**src/rtl/irq_ctrl.sv**
```systemverilog
// irq_ctrl: fixed-priority interrupt controller with mask, edge/level pending and EOI handshake
// Ports:
//   clk, reset       clock, synchronous active-high reset
//   irq_src[N_SRC]   raw interrupt source requests
//   Addr[2]          register select (MASK, MODE, PEND, STAT)
//   we, data_in[32]  register write strobe and data
//   data_out[32]     combinational read data for Addr
//   int_ack          CP0 has taken the interrupt
//   int_req, int_id  registered request and index of requesting/in-service source
module irq_ctrl #(
  parameter int N_SRC = 6
) (
  input  logic             clk,
  input  logic             reset,
  input  logic [N_SRC-1:0] irq_src,
  input  logic [1:0]       Addr,
  input  logic             we,
  input  logic [31:0]      data_in,
  output logic [31:0]      data_out,
  input  logic             int_ack,
  output logic             int_req,
  output logic [2:0]       int_id
);
  typedef enum logic [1:0] {IDLE, REQ, SERVICE} state_t;
  state_t r_state, w_next;
  logic [N_SRC-1:0] r_mask, r_mode, r_pend, r_irq_q;
  logic [N_SRC-1:0] w_active, w_ack_clr, w_wr_clr, w_new_edge, w_edge_next, w_pend_next;
  logic [2:0] r_id, w_sel;
  logic r_req, w_any, w_ack, w_eoi, w_in_service, w_unused;
  assign w_unused = ^data_in[31:N_SRC];
  assign w_active = r_pend & r_mask;
  assign w_any = |w_active;
  assign w_ack = int_ack && r_state == REQ;
  assign w_eoi = we && Addr == 2'd3;
  always_comb begin
    w_sel = '0;
    for (int i = N_SRC - 1; i >= 0; i--)
      if (w_active[i]) w_sel = 3'(i);
  end
  // Edge bits: a new rising edge wins over a write-1 or ack clear in the same cycle.
  assign w_ack_clr = w_ack ? N_SRC'(1) << r_id : '0;
  assign w_wr_clr = (we && Addr == 2'd2) ? data_in[N_SRC-1:0] : '0;
  assign w_edge_next = (irq_src & ~r_irq_q) | (r_pend & ~w_wr_clr & ~w_ack_clr);
  assign w_pend_next = (r_mode & w_edge_next) | (~r_mode & irq_src);
  // Bits being switched from level to edge start cleared.
  assign w_new_edge = (we && Addr == 2'd1) ? data_in[N_SRC-1:0] & ~r_mode : '0;
  always_ff @(posedge clk) begin
    if (reset) begin
      r_mask  <= '0;
      r_mode  <= '0;
      r_pend  <= '0;
      r_irq_q <= '0;
    end else begin
      r_irq_q <= irq_src;
      r_pend  <= w_pend_next & ~w_new_edge;
      if (we && Addr == 2'd0) r_mask <= data_in[N_SRC-1:0];
      if (we && Addr == 2'd1) r_mode <= data_in[N_SRC-1:0];
    end
  end
  always_ff @(posedge clk) begin
    if (reset) begin
      r_state <= IDLE;
      r_req   <= 1'b0;
      r_id    <= '0;
    end else begin
      r_state <= w_next;
      r_req   <= w_next == REQ;
      r_id    <= w_next == REQ ? w_sel : r_id;
    end
  end
  always_comb begin
    w_next = r_state == IDLE    ? (w_any ? REQ : IDLE) :
             r_state == REQ     ? (!w_any ? IDLE : int_ack ? SERVICE : REQ) :
             r_state == SERVICE ? (w_eoi ? IDLE : SERVICE) : IDLE;
  end
  always_comb begin
    w_in_service = r_state == SERVICE;
  end
  assign int_req = r_req;
  assign int_id = r_id;
  assign data_out = Addr == 2'd0 ? 32'(r_mask) :
                    Addr == 2'd1 ? 32'(r_mode) :
                    Addr == 2'd2 ? 32'(r_pend) : {28'b0, w_in_service, r_id};
endmodule

```
**config.mk**
```make
export PLATFORM = sky130hd
export DESIGN_NAME = irq_ctrl
export DESIGN_NICKNAME = d
export VERILOG_FILES = /design/src/rtl/irq_ctrl.sv
export SDC_FILE = /design/constraint.sdc
export NUM_CORES = 1
export LEC_CHECK = 0
export BUFFER_PORTS_ARGS = -buffer_cell sky130_fd_sc_hd__buf_2
export CORE_MARGIN = 8
export CORE_UTILIZATION = 44
export CTS_CLUSTER_SIZE = 10
export DETAILED_ROUTE_END_ITERATION = 10
export PLACE_DENSITY = 0.77
export SKIP_LAST_GASP = 1
export SLEW_MARGIN = 5
export SYNTH_ARGS = -nofsm -noshare
export SYNTH_HDL_FRONTEND = slang
export SYNTH_SLANG_ARGS = --single-unit
```
**constraint.sdc**
```tcl
create_clock -name clk -period 1.68 [get_ports clk]
set_clock_uncertainty 0.1 [all_clocks]
set_input_delay 0.084 -clock clk [delete_from_list [all_inputs] [get_ports clk]]
set_output_delay 0.084 -clock clk [all_outputs]
set_load 0.01 [all_outputs]
```
==> summary.txt <==
Run status
  – Status: finished clean

STA
  – Fmax: 0.649 GHz
  – Final WS setup: between 0.1 and 0.15 ns
  – Final worst hold slack: roughly 0.073 ns
  – Number of failing setup endpoints in the final timing report: 0
  – Crit path time final: ~1.5 ns
  – Number of hold violations in the final report: 0
  – Total Negative Setup Slacks: 0 ns
  – Number of max-slew violations in the final report: 0
  – Share of the clock period used by the worst path: approximately nine tenths
  – RSZ-0062 raised after global routing: no

Yosys
  – Post-synthesis area per instance: roughly 9.2 um^2
  – Commonest register cell after synthesis: sky130_fd_sc_hd__dfxtp_1
  – Share of synthesized registers carrying an async set or reset: 0%
  – Register area share after synthesis: 37.1%
  – EDFF count, synth: 0
  – Yosys synthesis warning count: 0
  – Netlist area before placement: approximately 1600 um^2
  – Post-Syn Instances: 176
  – Synthesized flop and latch total: 30
  – Count of distinct cell types in the synthesized netlist: 34

Clock tree
  – Clock slew at reported path FFs: roughly 0.060 ns
  – Clock buffer count from CTS: 5
  – Number of sinks on the clock net: 30
  – Number of buffers between clock root and the deepest sink: 2
  – Clock root buffer: sky130_fd_sc_hd__clkbuf_8
  – Post-cts sizing count: 0
  – CTS tree: yes
  – Number of H-tree branching levels: 2
  – Clock latency of the later-clocked register in the worst-skew pair: between 0.2 and 0.3 ns

Pwr
  – Leakage power summed over all cells: roughly 0.77 nW
  – Logic pwr share: between 10% and 20%
  – Total internal power: around 1.1 mW
  – Switching part of the total power: between 20% and 30%
  – Final Power: roughly 1.5 mW
  – Power Dens Cells: 798 nW/um^2
  – Clock power share: roughly 36%
  – P_sw: around 380 uW
  – Sequential cell fraction of total power: between 50 and 60%
  – Worst VDD drop: approximately 0.47 mV

Placed design
  – Placed cell areas: ~1700 um^2
  – Global placement routability congestion: 0.846
  – HPWL after detailed placement: about 2700 um
  – Cell count after placement: between 200 and 250
  – # port buffers: 27
  – Pre-CTS setup slack: 0.302 ns

Worst hold path
  – Worst Hold Class: in2reg

Drt
  – Final routed wire length divided by cell count: between 10 and 15 um
  – DRT Pass-1 Iters: 5
  – Antenna Nets Post-Route: 0
  – Post-route DRC violation count: 0
  – Total detailed-routing wirelength: between 3000 and 4000 um
  – Average via count per standard cell: 5.15
  – DR iter-0 viols: between 90 and 100
  – Via total after detailed routing: 1,355

Finish
  – Diode insertion count for antenna repair: 0
  – Commonest non-fill, non-tap cells in the layout: 30 x sky130_fd_sc_hd__dfxtp_1, 29 x sky130_fd_sc_hd__nand2_1, 27 x sky130_fd_sc_hd__buf_2
  – Post-route design area: 1870 um^2
  – Most common cell after layout, fill and taps aside: sky130_fd_sc_hd__dfxtp_1
  – Fin cells: 263
  – Post-route core utilization: 51.9%
  – Final net count: between 200 and 300
  – Relative area change from synthesis to final layout: 15.7%
  – Share of post-route cells with drive strength above 1: 19.1%

GRT
  – Number of global-route vias before repair: roughly 1.3k
  – Grt ovf: 0
  – Met1 GRT Util: between 10% and 20%
  – Number of antenna violations at the first check in global routing: 0
  – Gr usage total: roughly an eighth
  – Grt peak-use layer: met2
  – Met2 demand-to-capacity share in global routing: approximately 20%
  – Maximum number of pins on one net before global-route repair: 21
  – First-pass GRT wire length: 6310 um
  – Met3 track demand over resource in global routing: ~7%

Floorplanning
  – Area enclosed by the die boundary: ~5900 um^2
  – Area inside the core boundary: around 3600 um^2
  – Starting density of the core: 44.9%
  – Die W: between 70 and 80 um
  – Vertical die dimension: roughly 77 um
  – Number of top-level design ports: 80
  – FP Rows: 22

Worst setup path
  – CP max-delay cell: sky130_fd_sc_hd__mux4_2
  – Worst Path Required: around 1.5 ns
  – Cell chain of the critical path: nor2b_1, mux4_2, buf_2
  – Combined buffer and inverter count along the critical path: 1
  – Crit Path Max Fanout: 5
  – Data arrival time of the critical path: 1.36 ns
  – Worst stage delay on the critical path: 0.46 ns
  – Setup crit start kind: flop
  – Path type of the worst setup path: reg2out
  – Kind of cell adding the most delay to the critical path: multiplexers
  – Capturing element type of the critical path: output pin

Run
  – Count of maximum capacitance violations: 0
-- sequential cells by signal, summed over array words and instances, names as in the netlist --
register,cells
r_irq_q,6
r_mask,6
r_mode,6
r_pend,6
int_id,3
r_state,2
int_req,1
-- cell type report --
type,instances,area (um^2)
sequential,30,601
clock buffer,7,76.3
inverter,1,3.75
multi-input combinational,137,868
tap,48,60.1
timing repair buffer,40,263
fill,358,1730
-- cells in the mapped netlist, types with 3 or more instances --
| cell | n | area (um^2) |
|---|---|---|
| sky130_fd_sc_hd__o211ai_1 | 5 | 37.5 |
| sky130_fd_sc_hd__clkbuf_1 | 3 | 11.3 |
| sky130_fd_sc_hd__nor2b_1 | 7 | 43.8 |
| sky130_fd_sc_hd__nand2_1 | 29 | 109 |
| sky130_fd_sc_hd__mux2i_1 | 8 | 80.1 |
| sky130_fd_sc_hd__mux4_2 | 4 | 90.1 |
| sky130_fd_sc_hd__dfxtp_1 | 30 | 601 |
| sky130_fd_sc_hd__a22o_1 | 3 | 26.3 |
| sky130_fd_sc_hd__a221o_1 | 5 | 50.1 |
| sky130_fd_sc_hd__a21oi_1 | 16 | 80.1 |
| sky130_fd_sc_hd__nor2_1 | 9 | 33.8 |
| sky130_fd_sc_hd__buf_4 | 26 | 195 |
| sky130_fd_sc_hd__nand3b_1 | 4 | 30.0 |
| sky130_fd_sc_hd__and3b_1 | 4 | 35.0 |
-- path summary, 6_finish.rpt --
check | startpoint | to | slack [ns] | cells after the start
setup / recovery | r_state[1]$_SDFF_PP0_ | data_out[3] | 0.14 | 3
hold / removal | we | r_state[1]$_SDFF_PP0_ | 0.07 | 4
setup reg to reg | r_pend[1]$_SDFF_PP0_ | int_id[1]$_SDFFE_PP0N_ | 0.30 | 4
hold reg to reg | r_state[1]$_SDFF_PP0_ | r_state[1]$_SDFF_PP0_ | 0.40 | 2
-- tightest hold or removal path, cell delays in order --
cell and delay, ns:
sky130_fd_sc_hd__buf_2 0.12, sky130_fd_sc_hd__a31oi_1 0.08, sky130_fd_sc_hd__nand2_1 0.07, sky130_fd_sc_hd__a21oi_1 0.05
-- power groups by stage --
| stage | combinational [mW] | clock (mW) | sequential (mW) |
|---|---|---|---|
| after global routing | 0.217 | 0.580 | 0.771 |
| after detailed placement | 0.173 | 0 | 0.781 |
| after global placement | 0.171 | 0 | 0.780 |
| after CTS | 0.195 | 0.553 | 0.766 |
| after floorplan | 0.169 | 0 | 0.775 |
| final | 0.198 | 0.530 | 0.767 |
-- timing repair --
item                                   in CTS  in global routing
endpoints found under the hold margin      24                  0
hold buffers                               12                  0
buffers inserted                            0                  0
-- layer usage --
metal / vias to the layer above / wire [um]
li1: 654 / -
met1: 640 / 1770
met2: 52 / 1670
met3: 9 / 295
met4: 0 / 80
met5: - / 0
-- cells by family after synthesis --
family / count (synthesis) / share of synthesized area [%]
simple gates: 60 / 19.6
compound gates: 39 / 17.5
buf+inv: 34 / 15.0
flops: 30 / 37.1
mux: 12 / 10.5
other cells: 1 / 0.232
Note: power is estimated with default switching activity, not from simulation.
